File: src/rtl/dft_block_scheduler_if.sv
// -----------------------------------------------------------------------------
// dft_block_scheduler_if
// Bundles the two requester ports (request, length, direction, sample
// handshake) and the engine-side output stream of the DFT block scheduler.
//   slave  : the scheduler itself (consumes requests/samples, drives engine)
//   master : the environment (requesters and engine)
// Signal names carry the _i/_o suffix as seen from the scheduler.
// -----------------------------------------------------------------------------
interface dft_block_scheduler_if #(
    parameter int IN_W = 16
);
    logic        [1:0]      req_i;
    logic        [11:0]     len0_i;
    logic        [11:0]     len1_i;
    logic                   inv0_i;
    logic                   inv1_i;
    logic signed [IN_W-1:0] re0_i;
    logic signed [IN_W-1:0] im0_i;
    logic signed [IN_W-1:0] re1_i;
    logic signed [IN_W-1:0] im1_i;
    logic        [1:0]      src_val_i;
    logic        [1:0]      src_rdy_o;
    logic        [1:0]      gnt_o;
    logic        [1:0]      rej_o;
    logic                   block_sync_o;
    logic                   data_val_o;
    logic signed [IN_W-1:0] data_real_o;
    logic signed [IN_W-1:0] data_imag_o;
    logic        [11:0]     trans_len_o;
    logic                   inv_en_o;
    logic                   busy_o;

    modport slave (
        input  req_i, len0_i, len1_i, inv0_i, inv1_i,
               re0_i, im0_i, re1_i, im1_i, src_val_i,
        output src_rdy_o, gnt_o, rej_o, block_sync_o, data_val_o,
               data_real_o, data_imag_o, trans_len_o, inv_en_o, busy_o
    );

    modport master (
        output req_i, len0_i, len1_i, inv0_i, inv1_i,
               re0_i, im0_i, re1_i, im1_i, src_val_i,
        input  src_rdy_o, gnt_o, rej_o, block_sync_o, data_val_o,
               data_real_o, data_imag_o, trans_len_o, inv_en_o, busy_o
    );
endinterface

File: src/rtl/dft_block_scheduler.sv
// -----------------------------------------------------------------------------
// dft_block_scheduler
// Arbitrates two sample sources onto one DFT/iDFT engine input. A requester
// asks for a block of trans_len samples; legal lengths (12..2048) are granted
// round-robin, illegal ones rejected. The granted source's samples are passed
// bit-exact to the engine through one register stage, with block_sync marking
// the first sample. MIN_GAP idle cycles separate consecutive blocks.
// Ports:
//   clk_sys   : clock, rising edge
//   rst_sys_n : asynchronous active-low reset
//   bus       : dft_block_scheduler_if.slave (requests, samples, engine stream)
// -----------------------------------------------------------------------------
module dft_block_scheduler #(
    parameter int IN_W    = 16,
    parameter int MIN_GAP = 2
) (
    input  logic                  clk_sys,
    input  logic                  rst_sys_n,
    dft_block_scheduler_if.slave  bus
);
    typedef enum logic [1:0] {IDLE, GRANT, STREAM, GAP} state_t;

    localparam logic [3:0]  GAP_LAST = 4'(MIN_GAP - 1);
    localparam logic [11:0] LEN_MIN  = 12'd12;
    localparam logic [11:0] LEN_MAX  = 12'd2048;

    state_t                 state_q, state_d;
    logic                   owner_q, owner_d;
    logic                   last_q, last_d;     // requester served (granted or rejected) last
    logic        [11:0]     cnt_q, cnt_d;
    logic        [11:0]     len_q, len_d;
    logic                   inv_q, inv_d;
    logic        [3:0]      gap_q, gap_d;
    logic        [1:0]      gnt_q, gnt_d;
    logic        [1:0]      rej_q, rej_d;
    logic                   dval_q, sync_q;
    logic signed [IN_W-1:0] dre_q, dim_q;

    logic                   sel;
    logic        [11:0]     sel_len;
    logic                   sel_legal;
    logic                   xfer;

    // Round-robin pick: on contention the requester not served last wins.
    // last_q resets to 1 so requester 0 is favoured out of reset.
    always_comb begin
        if (bus.req_i == 2'b11) sel = ~last_q;
        else                    sel = bus.req_i[1];
    end

    assign sel_len   = sel ? bus.len1_i : bus.len0_i;
    assign sel_legal = (sel_len >= LEN_MIN) && (sel_len <= LEN_MAX);
    assign xfer      = (state_q == STREAM) && (owner_q ? bus.src_val_i[1] : bus.src_val_i[0]);

    always_comb begin
        state_d = state_q;
        owner_d = owner_q;
        last_d  = last_q;
        cnt_d   = cnt_q;
        len_d   = len_q;
        inv_d   = inv_q;
        gap_d   = gap_q;
        gnt_d   = 2'b00;
        rej_d   = 2'b00;
        case (state_q)
            IDLE: begin
                // rej_q high means the rejected requester has not yet seen its
                // pulse and still holds req; skip one evaluation so the same
                // request is not rejected twice.
                if ((bus.req_i != 2'b00) && (rej_q == 2'b00)) begin
                    last_d = sel;
                    if (sel_legal) begin
                        owner_d = sel;
                        len_d   = sel_len;
                        inv_d   = sel ? bus.inv1_i : bus.inv0_i;
                        cnt_d   = 12'd0;
                        gnt_d   = sel ? 2'b10 : 2'b01;
                        state_d = GRANT;
                    end else begin
                        rej_d   = sel ? 2'b10 : 2'b01;
                    end
                end
            end
            GRANT: state_d = STREAM;
            STREAM: begin
                if (xfer) begin
                    cnt_d = cnt_q + 12'd1;
                    if (cnt_q == len_q - 12'd1) begin
                        gap_d   = 4'd0;
                        state_d = GAP;
                    end
                end
            end
            GAP: begin
                if (gap_q == GAP_LAST) state_d = IDLE;
                else                   gap_d   = gap_q + 4'd1;
            end
            default: state_d = IDLE;
        endcase
    end

    always_ff @(posedge clk_sys or negedge rst_sys_n) begin
        if (!rst_sys_n) begin
            state_q <= IDLE;
            owner_q <= 1'b0;
            last_q  <= 1'b1;
            cnt_q   <= '0;
            len_q   <= '0;
            inv_q   <= 1'b0;
            gap_q   <= '0;
            gnt_q   <= '0;
            rej_q   <= '0;
        end else begin
            state_q <= state_d;
            owner_q <= owner_d;
            last_q  <= last_d;
            cnt_q   <= cnt_d;
            len_q   <= len_d;
            inv_q   <= inv_d;
            gap_q   <= gap_d;
            gnt_q   <= gnt_d;
            rej_q   <= rej_d;
        end
    end

    // Output stage: one register between an accepted sample and the engine.
    always_ff @(posedge clk_sys or negedge rst_sys_n) begin
        if (!rst_sys_n) begin
            dval_q <= 1'b0;
            sync_q <= 1'b0;
            dre_q  <= '0;
            dim_q  <= '0;
        end else begin
            dval_q <= xfer;
            sync_q <= xfer && (cnt_q == 12'd0);
            if (xfer) begin
                dre_q <= owner_q ? bus.re1_i : bus.re0_i;
                dim_q <= owner_q ? bus.im1_i : bus.im0_i;
            end
        end
    end

    assign bus.src_rdy_o    = (state_q == STREAM) ? (owner_q ? 2'b10 : 2'b01) : 2'b00;
    assign bus.gnt_o        = gnt_q;
    assign bus.rej_o        = rej_q;
    assign bus.block_sync_o = sync_q;
    assign bus.data_val_o   = dval_q;
    assign bus.data_real_o  = dre_q;
    assign bus.data_imag_o  = dim_q;
    assign bus.trans_len_o  = len_q;
    assign bus.inv_en_o     = inv_q;
    assign bus.busy_o       = (state_q != IDLE);
endmodule

File: src/flat_wrapper.sv
// flat-port wrapper written by rule: the top's interface ports become plain ports
module dft_block_scheduler_flat 
#(
    parameter int IN_W    = 16,
    parameter int MIN_GAP = 2
)
  (clk_sys, rst_sys_n, bus_req_i, bus_len0_i, bus_len1_i, bus_inv0_i, bus_inv1_i, bus_re0_i, bus_im0_i, bus_re1_i, bus_im1_i, bus_src_val_i, bus_src_rdy_o, bus_gnt_o, bus_rej_o, bus_block_sync_o, bus_data_val_o, bus_data_real_o, bus_data_imag_o, bus_trans_len_o, bus_inv_en_o, bus_busy_o);
  dft_block_scheduler_if #(.IN_W(IN_W)) bus_i ();
  input  logic clk_sys;
  input  logic rst_sys_n;
  input wire logic [$bits(bus_i.req_i)-1:0] bus_req_i;
  input wire logic [$bits(bus_i.len0_i)-1:0] bus_len0_i;
  input wire logic [$bits(bus_i.len1_i)-1:0] bus_len1_i;
  input wire logic [$bits(bus_i.inv0_i)-1:0] bus_inv0_i;
  input wire logic [$bits(bus_i.inv1_i)-1:0] bus_inv1_i;
  input wire logic [$bits(bus_i.re0_i)-1:0] bus_re0_i;
  input wire logic [$bits(bus_i.im0_i)-1:0] bus_im0_i;
  input wire logic [$bits(bus_i.re1_i)-1:0] bus_re1_i;
  input wire logic [$bits(bus_i.im1_i)-1:0] bus_im1_i;
  input wire logic [$bits(bus_i.src_val_i)-1:0] bus_src_val_i;
  output wire logic [$bits(bus_i.src_rdy_o)-1:0] bus_src_rdy_o;
  output wire logic [$bits(bus_i.gnt_o)-1:0] bus_gnt_o;
  output wire logic [$bits(bus_i.rej_o)-1:0] bus_rej_o;
  output wire logic [$bits(bus_i.block_sync_o)-1:0] bus_block_sync_o;
  output wire logic [$bits(bus_i.data_val_o)-1:0] bus_data_val_o;
  output wire logic [$bits(bus_i.data_real_o)-1:0] bus_data_real_o;
  output wire logic [$bits(bus_i.data_imag_o)-1:0] bus_data_imag_o;
  output wire logic [$bits(bus_i.trans_len_o)-1:0] bus_trans_len_o;
  output wire logic [$bits(bus_i.inv_en_o)-1:0] bus_inv_en_o;
  output wire logic [$bits(bus_i.busy_o)-1:0] bus_busy_o;
  assign bus_i.req_i = bus_req_i;
  assign bus_i.len0_i = bus_len0_i;
  assign bus_i.len1_i = bus_len1_i;
  assign bus_i.inv0_i = bus_inv0_i;
  assign bus_i.inv1_i = bus_inv1_i;
  assign bus_i.re0_i = bus_re0_i;
  assign bus_i.im0_i = bus_im0_i;
  assign bus_i.re1_i = bus_re1_i;
  assign bus_i.im1_i = bus_im1_i;
  assign bus_i.src_val_i = bus_src_val_i;
  assign bus_src_rdy_o = bus_i.src_rdy_o;
  assign bus_gnt_o = bus_i.gnt_o;
  assign bus_rej_o = bus_i.rej_o;
  assign bus_block_sync_o = bus_i.block_sync_o;
  assign bus_data_val_o = bus_i.data_val_o;
  assign bus_data_real_o = bus_i.data_real_o;
  assign bus_data_imag_o = bus_i.data_imag_o;
  assign bus_trans_len_o = bus_i.trans_len_o;
  assign bus_inv_en_o = bus_i.inv_en_o;
  assign bus_busy_o = bus_i.busy_o;
  dft_block_scheduler #(.IN_W(IN_W), .MIN_GAP(MIN_GAP)) u_core (.clk_sys(clk_sys), .rst_sys_n(rst_sys_n), .bus(bus_i));
endmodule
File: config.mk
export PLATFORM = sky130hd
export DESIGN_NAME = dft_block_scheduler_flat
export DESIGN_NICKNAME = d
export VERILOG_FILES = /design/src/rtl/dft_block_scheduler_if.sv /design/src/rtl/dft_block_scheduler.sv /design/src/flat_wrapper.sv
export SDC_FILE = /design/constraint.sdc
export NUM_CORES = 1
export LEC_CHECK = 0
export BUFFER_PORTS_ARGS = -buffer_cell sky130_fd_sc_hd__buf_2
export CAP_MARGIN = 10
export CORE_ASPECT_RATIO = 1.1
export CORE_MARGIN = 10
export CORE_UTILIZATION = 48
export DETAILED_ROUTE_END_ITERATION = 6
export PLACE_DENSITY = 0.78
export SKIP_LAST_GASP = 1
export SYNTH_ARGS = -nofsm -noshare
export SYNTH_HDL_FRONTEND = slang
export SYNTH_SLANG_ARGS = --single-unit
File: constraint.sdc
create_clock -name clk_sys -period 3.3 [get_ports clk_sys]
set_input_delay 0.66 -clock clk_sys [delete_from_list [all_inputs] [get_ports clk_sys]]
set_output_delay 0.66 -clock clk_sys [all_outputs]
set_load 0.05 [all_outputs]
==> summary by stage, run 1 <==
Placement
The placed instances occupy a cell area of between 4000 and 5000 um^2. The number of input and output port buffers inserted is roughly 150. At the end of routability-driven placement, the weighted congestion stood at 0.879.

The placed wire-length estimate after detailed placement is a little under 9000 um. The post-placement setup slack is 0.357 ns.

Timing
The final number of hold-violating endpoints came to 0. The slew of the pin with the lowest slew margin is roughly 0.62 ns. The clock tree skew after final layout is slightly above 0.009 ns. The number of endpoints failing setup at the final stage is 0.

The final-layout setup total negative slack is 0 ns. Timing would allow up to around 0.34 GHz. Headroom to the max-slew limit came out at 0.585. Of the available clock period, the critical path in the final layout requires 0.896. The worst path meets setup with about 0.34 ns of slack.

The final max-slew violation count is 0. Setup repair after global routing left no endpoint under its margin. The worst path needs around 3 ns of the cycle, external delays included.

Synth
The net count after synthesis is 530. The area share of the largest cell type after synthesis is 0.436. In the synthesized netlist the async set-or-reset flop fraction comes to 1.00. The average cell area after synthesis is ~9.4 um^2. After technology mapping, the gate count stands at around 430. In the post-synthesis netlist, the biggest area contributors are sky130_fd_sc_hd__dfrtp_1, sky130_fd_sc_hd__mux2i_1, sky130_fd_sc_hd__o21ai_0.

During synthesis, Yosys emitted a total of 0 warnings. The synthesized design contains 0 enable-type register cells. For this run, the register share of the synthesized area comes to 0.442. Of all cell types, the one taking the most synthesized area is sky130_fd_sc_hd__dfrtp_1. The mapped netlist covers between 4000 and 5000 um^2.

The predominant post-synthesis flop cell is sky130_fd_sc_hd__dfrtp_1. The unique cell type count in the Yosys netlist is between 50 and 60. Counting flops and latches in the post-synthesis netlist gives a little over 70.

Power and ir drop
The combinational share of power is 0.555. Of the total power, the clock network draws 0.150. Summing internal, switching and leakage power gives approximately 5.3 mW. The analysis attributes to net switching a power of between 2 and 3 mW. Of the total power, the share spent switching nets is 0.518. For this design the static power due to leakage is ~2.6 nW.

IR analysis of the VDD net gives a maximum drop of between 0.0007 and 0.0008 V. Dividing total power by cell area gives a power density of between 1000 and 1500 nW/um^2. The relative contribution of sequential cells to total power is 0.295. The internal power component is between 2 and 3 mW.

GRT
The total routing resource utilization after global routing is 0.178. The layer flagged by global routing as most heavily used is met2. The global routing usage on met1 is 0.209. The number of global-route vias before repair came to roughly 3800. The first global-routing pass estimated 18100 um of wire. The number of antenna violations at the first check in global routing came to 0. The met3 global-route usage is 0.0677. The leftover overflow at the end of global routing is 0. The largest net degree at the start of global routing is 66. For this run, global-route usage on met2 was measured as 0.293.

Critical path
The critical path data required time is 3.54 ns. The master of the slowest instance on the critical path is sky130_fd_sc_hd__or3b_1. Tracing the worst setup path back leads to its startpoint at u_core.bus.trans_len_o[0]. The worst register-to-register path begins at u_core.bus.trans_len_o[0]. The setup slack on the worst flop-to-flop path is 0.34 ns. The kind of capture point of the worst setup path is a flop. The end of the critical path is u_core.state_q[1].

The startpoint class of the critical path is a flop. The critical path is of the flop to flop type. For this run, the slowest stage of the critical path takes ~0.44 ns. Traced cell by cell, the critical path runs through inv_1 -> ha_1 -> or3b_1 -> nor4_1 -> mux2i_1 -> a32oi_1 -> nand4_4 -> a211oi_2 -> mux2_1. The endpoint identified for the worst register-to-register timing path is u_core.state_q[1]. In this run the worst path has a maximum fanout of 9.

The data arrival time of the critical path is ~3.2 ns. Measured in cells, the most critical reg-to-reg path has a length of 9.

Clock tree
CTS saw between 70 and 80 sinks. Buffers added to address setup during post-CTS repair amount to 0. The clock reaches the later pin of the worst-skew pair after 0.36 ns.

For this design, the CTS-stage hold fixing added 0 buffers. In this run the number of H-tree levels came out at 3. Post-CTS repair changed the size of 0 cells. The TritonCTS clock tree is yes. CTS placed an instance of sky130_fd_sc_hd__clkbuf_8 at the clock tree root.

The maximum root-to-sink buffer count is 2. Counting the buffers created by CTS gives 9. The clock transition time at the flip-flop clock pins of the worst setup and hold paths is 0.08 ns.

Floorplanning
The total die area is between 10000 and 15000 um^2. The starting density of the core is 0.500. After floorplanning, the core was sized to cover 8040 um^2. The die span in y is 116 um.

Measured along the x axis, the die boundary spans 107 um. In this run the count of I/O pins placed on the die edge is 150. Row generation in the floorplan step produced 34 rows.

Routing
The detailed router placed 3682 vias in this run. The total routed wirelength is 11200 um. The detailed router finished its first iteration with a little under 100 violations. The residual DRC count is 0. The count of nets left with antenna violations after detail routing is 0. The number of optimization iterations in the first detailed-route pass is 4. The routed wirelength normalized by instance count is 16.3 um. Using the TritonRoute via totals, the vias-per-cell ratio works out to between 5 and 6.

Cells and area
The relative area change from synthesis to final layout is 26.9%. 0 antenna diodes ended up in the layout. The library cells used most frequently in the layout, excluding fill and tap cells, are sky130_fd_sc_hd__buf_2, sky130_fd_sc_hd__dfrtp_1, sky130_fd_sc_hd__nand2_1, sky130_fd_sc_hd__o21ai_0, sky130_fd_sc_hd__mux2i_1. The layout cell share with drive strength beyond 1 is 0.328. The final standard cell area without fillers is slightly above 5000 um^2. The most common cell after layout, fill and taps aside is sky130_fd_sc_hd__buf_2. The number of nets at the end of the flow is 676.

Hold path
The min-delay analysis places its worst path in the category input port to async pin.

Run status
The run finished with clean final reports.

Job
The max-capacitance violation count is 0.
[worst max-delay path: cells and delay by family (launching register included)]
kind,cells,cell delay [ns]
AO/OA/AOI/OAI,2,0.63
adder cells (fa/ha/maj),1,0.20
flip-flops,1,0.43
AND/OR/NAND/NOR,3,1.00
buffers and inverters,1,0.11
multiplexers,2,0.47
[logic make-up after synthesis]
group,count (synthesis),synth area share
simple gates,155,0.198
compound gates,84,0.126
flops,71,0.442
mux,49,0.123
buf+inv,38,0.0402
xor+xnor,21,0.0458
fa+ha+maj,8,0.0249
[sequential cells by signal (all words and copies together) (netlist names)]
name and cells:
u_core.bus.gnt_o 2, u_core.bus.data_imag_o 16, u_core.bus.data_real_o 16, u_core.bus.block_sync_o 1
u_core.bus.rej_o 2, u_core.bus.inv_en_o 1, u_core.state_q 2, u_core.last_q 1
u_core.owner_q 1, u_core.bus.trans_len_o 12, u_core.gap_q 4, u_core.bus.data_val_o 1
u_core.cnt_q 12
[metrics by stage]
step           utilization  hold slack, ns  std cells
5_1_grt              0.634           0.300        685
4_1_cts              0.634           0.279        685
3_3_place_gp         0.606           0.458        669
2_1_floorplan            -           0.364        426
6_report             0.634           0.264        685
3_5_place_dp         0.606           0.466        669
[area by class of cell]
cell class	count	area [um^2]
multi-input combinational	317	2080
clock inverter	6	92.6
tap	108	135
fill	700	2940
sequential	71	1780
timing repair buffer	159	821
clock buffer	10	138
inverter	14	52.6
[synthesized netlist by cell type (2+ instances only)]
library cell / instances
sky130_fd_sc_hd__mux2i_1: 47
sky130_fd_sc_hd__nor3b_1: 2
sky130_fd_sc_hd__nand4_1: 12
sky130_fd_sc_hd__o211ai_1: 2
sky130_fd_sc_hd__a31o_2: 2
sky130_fd_sc_hd__nor2_1: 28
sky130_fd_sc_hd__nand2b_1: 4
sky130_fd_sc_hd__xor2_1: 13
sky130_fd_sc_hd__inv_1: 14
sky130_fd_sc_hd__xnor2_1: 8
sky130_fd_sc_hd__o21ai_0: 50
sky130_fd_sc_hd__ha_1: 8
sky130_fd_sc_hd__a31oi_1: 3
sky130_fd_sc_hd__o22ai_1: 2
sky130_fd_sc_hd__nand3_1: 7
sky130_fd_sc_hd__nand3b_1: 3
sky130_fd_sc_hd__and3_1: 3
sky130_fd_sc_hd__clkbuf_1: 15
sky130_fd_sc_hd__buf_1: 4
sky130_fd_sc_hd__buf_2: 3
sky130_fd_sc_hd__a21boi_0: 4
sky130_fd_sc_hd__a21oi_1: 6
sky130_fd_sc_hd__dfrtp_1: 70
sky130_fd_sc_hd__nor3_1: 7
sky130_fd_sc_hd__nor4_1: 10
sky130_fd_sc_hd__nand2_1: 61
sky130_fd_sc_hd__and4_1: 2
sky130_fd_sc_hd__buf_6: 2
sky130_fd_sc_hd__a211oi_1: 3
sky130_fd_sc_hd__or4_4: 2
[power by group through the flow]
stage / clock network (mW) / logic, mW / registers, mW
finish: 0.793 / 2.92 / 1.55
global route: 0.859 / 3.19 / 1.61
CTS: 0.810 / 2.95 / 1.55
detailed placement: 0 / 2.94 / 1.56
global placement: 0 / 2.87 / 1.54
floorplan: 0 / 1.36 / 2.41
[worst min path at each step]
| stage | to | slack, ns | cells after the start |
|---|---|---|---|
| after floorplan | u_core.bus.block_sync_o | 0.36 | 0 |
| after global placement | u_core.bus.data_real_o[14] | 0.46 | 2 |
| after detailed placement | u_core.bus.data_real_o[14] | 0.47 | 2 |
| after CTS | u_core.bus.block_sync_o | 0.28 | 1 |
| after global routing | u_core.cnt_q[7] | 0.30 | 1 |
| final | u_core.bus.block_sync_o | 0.26 | 1 |
[routing by layer]
metal / up-vias / wire length [um]
met3: 16 / 1080
met1: 1712 / 4720
met4: 0 / 148
li1: 1808 / -
met2: 146 / 5220
met5: - / 0
Power figures use the tool's default switching activity.
==> run 2: changes to the inputs <==
- ABC_AREA: not set -> 1
- PLACE_DENSITY: 0.78 -> 0.77
==> summary by stage, run 2 <==
Floorplanning
The starting density of the core came to 0.498 (-0.00191). The total die area is 13000 um^2 (+4.3%). The width of the chip is 110 um (+2.1%). The area of the placeable core is 8500 um^2 (+5.7%). The count of pins on the block boundary is 150 (unchanged). The die span in y is 118 um (+2.2%).

The site row count was 35 (+2.9%).

Cells and area
The number of antenna diodes is 0 (unchanged). The number of fillers in the final layout is 795 (+14%). In the layout the commonest cells are sky130_fd_sc_hd__nand2_1, sky130_fd_sc_hd__buf_2, sky130_fd_sc_hd__dfrtp_1, sky130_fd_sc_hd__nor2_1, sky130_fd_sc_hd__inv_1. The layout cell share with drive strength beyond 1 is 0.282 (-0.0454). The relative area change from synthesis to final layout is 23.0%. The library cell used most frequently in the layout, excluding fill and tap cells, is sky130_fd_sc_hd__nand2_1.

The share of the core filled with cells is 0.612 (-0.0219). The number of nets at the end of the flow is 822 (+22%).

Clock tree
The number of hold-repair buffers added at the cts stage was 0 (unchanged). The depth of the CTS H-tree came to 3 (unchanged). The clock transition time at the flip-flop clock pins of the worst setup and hold paths was 0.08 ns (about the same). The clock latency reported for the late side of the worst-skew pair is 0.36 ns (about the same). The TritonCTS clock tree is yes. The number of setup buffers added after CTS is 0 (unchanged). The maximum root-to-sink buffer count is 2 (unchanged). The clock root buffer is sky130_fd_sc_hd__clkbuf_8. The number of buffers created by CTS is 9 (unchanged). The count of clock tree sinks is 71 (unchanged). The number of resized instances in the post-cts repair step was 0 (unchanged).

Routing
The routed wirelength normalized by instance count is 14.3 um (-13%). The routed via count is 4096 (+11%). The residual DRC count is 0 (unchanged).

The number of DRC markers after the initial detailed-route iteration is 182 (+86%). The number of optimization iterations in the first detailed-route pass was 5 (+1). The total routed wirelength is 11900 um (+6.5%).

The via-per-instance ratio is 4.91 (-8.6%). The count of nets left with antenna violations after detail routing came to 0 (unchanged).

Critical path
The worst stage delay on the critical path is 0.40 ns (-0.04 ns). The type of the worst setup path is flop to primary output. The critical path data required time came to 2.64 ns (-0.90 ns).

Among the stages of the critical path, the cell type that occurs most often is sky130_fd_sc_hd__inv_1. Following the worst setup path forward leads to its endpoint at bus_src_rdy_o[0]. The depth of the critical timing path with buffers and inverters included is 5 (-4). The worst setup path is captured at a primary output. The logic depth of the worst register-to-register path is 13 (+4). On the critical path, the stage with the largest delay is an instance of sky130_fd_sc_hd__dfrtp_1. The cell family contributing the most delay on the critical path is buffers and inverters. The setup slack on the worst flop-to-flop path is 1.01 ns (+0.67 ns). The worst register-to-register path ends at u_core.owner_q. The worst setup path is launched from a flop. The startpoint identified for the worst register-to-register timing path is u_core.last_q.

In this run the worst setup path begins at u_core.state_q[0]. The maximum net fanout on the critical path came to 12 (+3). The data arrival time of the critical path is 1.98 ns (-1.21 ns). The count of buffering cells on the critical path with inverters included is 3 (+2). Walking the worst path, the cells encountered are inv_1 -> ha_1 -> inv_1 -> nor2_1 -> buf_2.

Placement
The placed wire-length estimate after detailed placement was 9570 um (+7.6%). The final RePlAce weighted congestion is 0.944 (+7.4%). The post-placement setup slack is 0.768 ns (+0.411 ns).

The number of input and output port buffers inserted was 149 (unchanged).

Synth
The synthesized-area fraction occupied by xor and xnor cells was 0.0331 (-0.0126). The number of synthesized flops with an enable pin is 0 (unchanged). The sequential cell area fraction in the yosys report came to 0.420 (-0.0221).

The unique cell type count in the Yosys netlist is 33 (-44%). The synthesized instance count is 578 (+36%). The biggest area contributor in the post-synthesis netlist is sky130_fd_sc_hd__dfrtp_1.

Yosys instantiated no cell more often than sky130_fd_sc_hd__nand2_1. The commonest cells after synthesis are sky130_fd_sc_hd__nand2_1, sky130_fd_sc_hd__dfrtp_1, sky130_fd_sc_hd__nor2_1. The post-synthesis compound-gate area fraction was 0.101 (-0.0252). The area share of the largest cell type after synthesis is 0.414 (-0.0218). The total number of yosys warnings came to 0 (unchanged).

The proportion of synthesized area in mux cells is 0 (-0.123). The dominant combinational cell family by area after synthesis is simple AND/OR/NAND/NOR gates. The predominant post-synthesis flop cell is sky130_fd_sc_hd__dfrtp_1. The combined area of all synthesized cells came to 4230 um^2 (+5.3%). The number of register bits inferred by synthesis was 71 (unchanged).

The proportion of register bits with asynchronous set or reset after synthesis was 1.00 (unchanged). The adder-cell area share of the yosys netlist is 0.0237 (-0.00124). The average cell area after synthesis was 7.32 um^2 (-22%).

The net count after synthesis is 682 (+29%). Ranked by total cell area, the synthesized netlist is headed by sky130_fd_sc_hd__dfrtp_1, sky130_fd_sc_hd__nand2_1, sky130_fd_sc_hd__nor2_1. The area fraction in and, or, nand and nor cells after synthesis is 0.339 (+0.141).

GRT
The number of global-route vias before repair is 4141 (+9.4%). The first-pass GRT wire length was 19800 um (+8.9%). The leftover overflow at the end of global routing was 0 (unchanged). The largest net degree at the start of global routing is 66 (unchanged). The total routing resource utilization after global routing is 0.186 (+0.00851). The number of antenna violations at the first check in global routing is 0 (unchanged).

Power and ir drop
The maximum resistive drop on vdd is 0.000550 V (-30%). The clock network fraction of total power was 0.128 (-0.022). The internal power component is 2.28 mW (-10%). The relative contribution of sequential cells to total power is 0.284 (-0.011). The static leakage is 2.80 nW (+9.4%). The total power density per cell area is 1000 nW/um^2 (-3.0%). The net switching power was 2.94 mW (+7.7%).

The net switching share of the total power is 0.564 (+0.0457). The combinational share of power is 0.588 (+0.033).

Timing
The final cycle utilization of the critical path is 0.800 (-0.0956). The post-layout minimum cycle time was 2.64 ns (-0.315 ns). The post-route worst setup slack is 0.659 ns (+0.315 ns). The fmax is 0.379 GHz (+12%). The worst relative slew slack is 0.320 (-0.264). Setup repair after global routing left no endpoint under its margin. The slew of the pin with the lowest slew margin is 1.02 ns (+0.401 ns). The number of endpoints failing setup at the final stage came to 0 (unchanged). The final-layout setup total negative slack came to 0 ns (unchanged). The final number of hold-violating endpoints is 0 (unchanged).

The clock tree skew after final layout is 0.0111 ns (+0.00182 ns). The final max-slew violation count came to 0 (unchanged).

Job
The max-capacitance violation count is 0 (unchanged).

Hold path
The tightest min-delay check is of the input port to async pin type.

Run status
The run finished with clean final reports.
==> run 2: cell count changes after synthesis, moves of 8 or more <==
cell                       change
sky130_fd_sc_hd__nand4_1       -9
sky130_fd_sc_hd__mux2i_1      -47
sky130_fd_sc_hd__o21ai_2      +15
sky130_fd_sc_hd__a31oi_1      +29
sky130_fd_sc_hd__nor2_1       +38
sky130_fd_sc_hd__inv_1        +41
sky130_fd_sc_hd__nand3_1      +15
sky130_fd_sc_hd__nand2_1     +148
sky130_fd_sc_hd__nor4_1        -8
sky130_fd_sc_hd__nand3b_1      +9
sky130_fd_sc_hd__clkbuf_1      -8
sky130_fd_sc_hd__o21ai_0      -37
==> run 2: power by group through the flow <==
stage | sequential, mW | clock [mW] | combinational (mW)
final | 1.48 | 0.669 | 3.07
after global routing | 1.53 | 0.724 | 3.35
after CTS | 1.48 | 0.678 | 3.10
after detailed placement | 1.49 | 0 | 3.10
after global placement | 1.48 | 0 | 3.05
after floorplan | 2.44 | 0 | 1.39
==> run 2: worst reg2reg max path: stages, from the launching register on <==
cell	delay, ns
sky130_fd_sc_hd__dfstp_2	0.55
sky130_fd_sc_hd__nand2_2	0.15
sky130_fd_sc_hd__nand2_4	0.19
sky130_fd_sc_hd__nand2_1	0.07
sky130_fd_sc_hd__nand2_1	0.10
sky130_fd_sc_hd__nand2_1	0.08
sky130_fd_sc_hd__nor2_2	0.13
sky130_fd_sc_hd__nand3_1	0.08
sky130_fd_sc_hd__nand2_1	0.08
sky130_fd_sc_hd__nand2_1	0.08
sky130_fd_sc_hd__inv_2	0.09
sky130_fd_sc_hd__nand3_4	0.26
sky130_fd_sc_hd__nor2_1	0.26
sky130_fd_sc_hd__a21oi_2	0.04
==> run 2: worst min-delay path by stage <==
stage | startpoint | to | slack (ns) | cells past startpoint
3_5_place_dp | u_core.last_q | u_core.last_q | 0.48 | 2
4_1_cts | rst_sys_n | u_core.bus.trans_len_o[4] | 0.42 | 1
2_1_floorplan | rst_sys_n | u_core.bus.block_sync_o | 0.36 | 0
3_3_place_gp | u_core.last_q | u_core.last_q | 0.48 | 2
5_1_grt | rst_sys_n | u_core.bus.trans_len_o[4] | 0.46 | 1
6_report | rst_sys_n | u_core.bus.trans_len_o[4] | 0.39 | 1
==> run 2: cell families (layout without fill, tap and decap cells) <==
| logic type | Yosys count | after routing |
|---|---|---|
| and+or+nand+nor | 337 | 337 |
| buffers and inverters | 81 | 226 |
| DFF | 71 | 71 |
| AOI/OAI and AO/OA | 65 | 65 |
| xor gates and xnor gates | 16 | 16 |
| adders and majority gates | 8 | 8 |
==> run 2: cell type report <==
cell class,instances,area (um^2),area share
multi-input cells,426,2110,0.405
flip-flops and latches,71,1780,0.342
repair buffers,153,776,0.149
inverters,57,214,0.0411
well taps,111,139,0.0267
clock buffers,9,124,0.0238
clock inverters,7,63.8,0.0123
==> run 2: through the flow <==
stage / instances / power (mW) / hold slack, ns / instance area (um^2)
after floorplan: 578 / 3.83 / 0.364 / 4230
after global placement: 818 / 4.53 / 0.476 / 5010
after detailed placement: 818 / 4.59 / 0.476 / 5010
after CTS: 834 / 5.26 / 0.420 / 5200
after global routing: 834 / 5.60 / 0.463 / 5200
final: 834 / 5.22 / 0.390 / 5200
==> run 2: layer usage <==
layer,vias to the layer above,track usage,part of all wire
met1,1839,0.229,0.41
li1,2115,-,-
met5,-,0,0
met2,125,0.306,0.49
met4,0,0.0537,0.016
met3,17,0.0543,0.079
==> run 3: changes to the inputs <==
- clock period: 3.3 -> 2.7 ns (I/O delays scaled with it)
==> summary by stage, run 3 (same netlist as run 2, synthesis figures left out) <==
Run status
The run finished with clean final reports.

Timing
The final-layout worst hold slack is 0.108 ns (-0.282 ns). The number of endpoints failing setup at the final stage is 0 (unchanged). The worst path needs 2.43 ns of the cycle, external delays included.

The fmax is between 0.4 and 0.5 GHz. The final number of hold-violating endpoints is 0 (unchanged). Setup repair after global routing left no endpoint under its margin. The worst relative slew slack is 0.608 (+0.287). Dividing the final minimum period by the clock period gives 0.901. The post-route worst setup slack is 0.267 ns (-0.392 ns). The slew of the pin with the lowest slew margin is 0.588 ns (-0.430 ns). The clock tree skew after final layout was 0.0193 ns (+0.00819 ns). The final max-slew violation count is 0 (unchanged). The final-layout setup total negative slack is 0 ns (unchanged).

Routing
The via-per-instance ratio is 4.91 (about the same). The routed wirelength normalized by instance count is 14.4 um (+0.75%). The number of optimization iterations in the first detailed-route pass was 4 (-1). The number of DRC markers after the initial detailed-route iteration is 160 (-12%). The total routed wirelength is 12000 um (+0.87%). The routed via count is 4100 (+0.098%). The count of nets left with antenna violations after detail routing is 0 (unchanged). The residual DRC count is 0 (unchanged).

Clock tree
The clock latency reported for the late side of the worst-skew pair is 0.36 ns (about the same). The maximum root-to-sink buffer count was 2 (unchanged). The depth of the CTS H-tree is 3 (unchanged). The number of setup buffers added after CTS came to 0 (unchanged). The count of clock tree sinks came to 71 (unchanged). The TritonCTS clock tree is yes. The number of resized instances in the post-cts repair step came to 0 (unchanged). The clock root buffer is sky130_fd_sc_hd__clkbuf_8. The clock transition time at the flip-flop clock pins of the worst setup and hold paths is 0.09 ns (about the same). The number of hold-repair buffers added at the cts stage is 0 (unchanged).

The number of buffers created by CTS is 9 (unchanged).

Placement
The final RePlAce weighted congestion came to 0.885 (-6.2%). The placed wire-length estimate after detailed placement was 9700 um (+1.4%). The count of placed standard cells including taps is 819 (+0.12%). The placed cell area came to 5030 um^2 (+0.40%). The post-placement setup slack is 0.325 ns (-0.443 ns).

The number of input and output port buffers inserted is 149 (unchanged).

Power and ir drop
The clock network fraction of total power is 0.128 (about the same). The internal power component is 2.78 mW (+22%). The total power density per cell area is 1220 nW/um^2 (+22%).

The post-route total power is 6.37 mW (+22%). The net switching power is 3.58 mW (+22%). The relative contribution of sequential cells to total power is 0.283 (about the same). The combinational share of power was 0.590 (+0.002).

The maximum resistive drop on vdd is 0.000638 V (+16%). The net switching share of the total power is 0.563 (-0.000684). The static leakage is 2.80 nW (+0.20%).

GRT
The met3 global-route usage is 0.0609 (+0.00652). The total routing resource utilization after global routing came to 0.192 (+0.00587). After global routing, the most crowded layer is met2. The largest net degree at the start of global routing was 66 (unchanged). The number of global-route vias before repair is 4222 (+2.0%). The leftover overflow at the end of global routing is 0 (unchanged). The met2 usage in global routing is 0.321 (+0.0149).

The global routing usage on met1 is 0.230 (+0.000942). The number of antenna violations at the first check in global routing was 0 (unchanged). The first-pass GRT wire length is 20400 um (+3.3%).

Critical path
STA classifies the critical path endpoint as a primary output. The logic depth of the worst register-to-register path is 13 (unchanged). The worst register-to-register path ends at u_core.owner_q. The setup slack on the worst flop-to-flop path is 0.40 ns (-0.61 ns). The worst register-to-register path begins at u_core.last_q. The startpoint class of the critical path is a flop. The type of the worst setup path is flop to primary output. The critical path data required time came to 2.16 ns (-0.48 ns). The maximum net fanout on the critical path is 12 (unchanged). The data arrival time of the critical path is 1.89 ns (-0.09 ns).

Cells and area
The share of the core filled with cells is 0.615 (+0.00221). Relative to the synthesized area, the layout overhead comes to 23.4%. The number of nets at the end of the flow was 823 (+0.12%). The final standard cell area without fillers is 5220 um^2 (+0.36%). The layout cell share with drive strength beyond 1 came to 0.283 (+0.000991). The library cells used most frequently in the layout, excluding fill and tap cells, are sky130_fd_sc_hd__nand2_1, sky130_fd_sc_hd__buf_2, sky130_fd_sc_hd__dfrtp_1, sky130_fd_sc_hd__nor2_1, sky130_fd_sc_hd__inv_1. The final cell count without fillers came to 835 (+0.12%).

The number of antenna diodes is 0 (unchanged). The library cell used most frequently in the layout, excluding fill and tap cells, is sky130_fd_sc_hd__nand2_1.

Floorplanning
The count of pins on the block boundary is 150 (unchanged). The area of the placeable core is 8500 um^2 (unchanged). The site row count is 35 (unchanged).

The width of the chip is 110 um (unchanged). The starting density of the core is 0.498 (unchanged). The die span in y was 118 um (unchanged).

The total die area is 13000 um^2 (unchanged).

Job
The max-capacitance violation count is 0 (unchanged).

Hold path
The worst min-delay path class is input port to async pin.
==> run 3: cell types whose count changed in the layout (fill, tap and decap cells not counted) <==
cell	before	now
sky130_fd_sc_hd__buf_12	0	1
sky130_fd_sc_hd__clkinv_4	1	0
sky130_fd_sc_hd__clkinvlp_4	2	3
==> run 3: final cells by class <==
type	instances	area (um^2)
Fill cell	814	3270
Multi-Input combinational cell	426	2110
Sequential cell	71	1780
Timing Repair Buffer	154	796
Inverter	57	214
Tap cell	111	139
Clock buffer	9	124
Clock inverter	7	62.6
==> run 3: critical path, cell delays in order (launching register included) <==
cell and delay [ns]:
sky130_fd_sc_hd__dfrtp_1 0.41, sky130_fd_sc_hd__inv_1 0.09, sky130_fd_sc_hd__ha_1 0.33, sky130_fd_sc_hd__inv_1 0.28, sky130_fd_sc_hd__nor2_1 0.16, sky130_fd_sc_hd__buf_2 0.28
==> run 3: power by group through the flow <==
stage               combinational [mW]  sequential, mW  clock (mW)
global route                      4.13            1.86       0.891
floorplan                         1.70            2.98           0
finish                            3.76            1.80       0.813
CTS                               3.80            1.80       0.835
global placement                  3.73            1.81           0
detailed placement                3.79            1.81           0
==> run 3: worst max-delay path by stage <==
stage / start / endpoint / slack [ns] / cells past startpoint
after floorplan: u_core.state_q[0] / bus_src_rdy_o[0] / 0.50 / 5
after global placement: bus_req_i[0] / u_core.owner_q / 0.39 / 14
after detailed placement: bus_req_i[0] / u_core.owner_q / 0.32 / 14
after CTS: u_core.state_q[0] / bus_src_rdy_o[0] / 0.23 / 5
after global routing: u_core.state_q[0] / bus_src_rdy_o[0] / 0.10 / 5
final: u_core.state_q[0] / bus_src_rdy_o[0] / 0.27 / 5
==> run 3: routing by layer <==
metal	part of all wire	wire, um	vias to the layer above
met3	0.063	753	12
met5	0	0	-
li1	-	-	2113
met1	0.42	5030	1876
met2	0.51	6070	99
met4	0.012	142	0
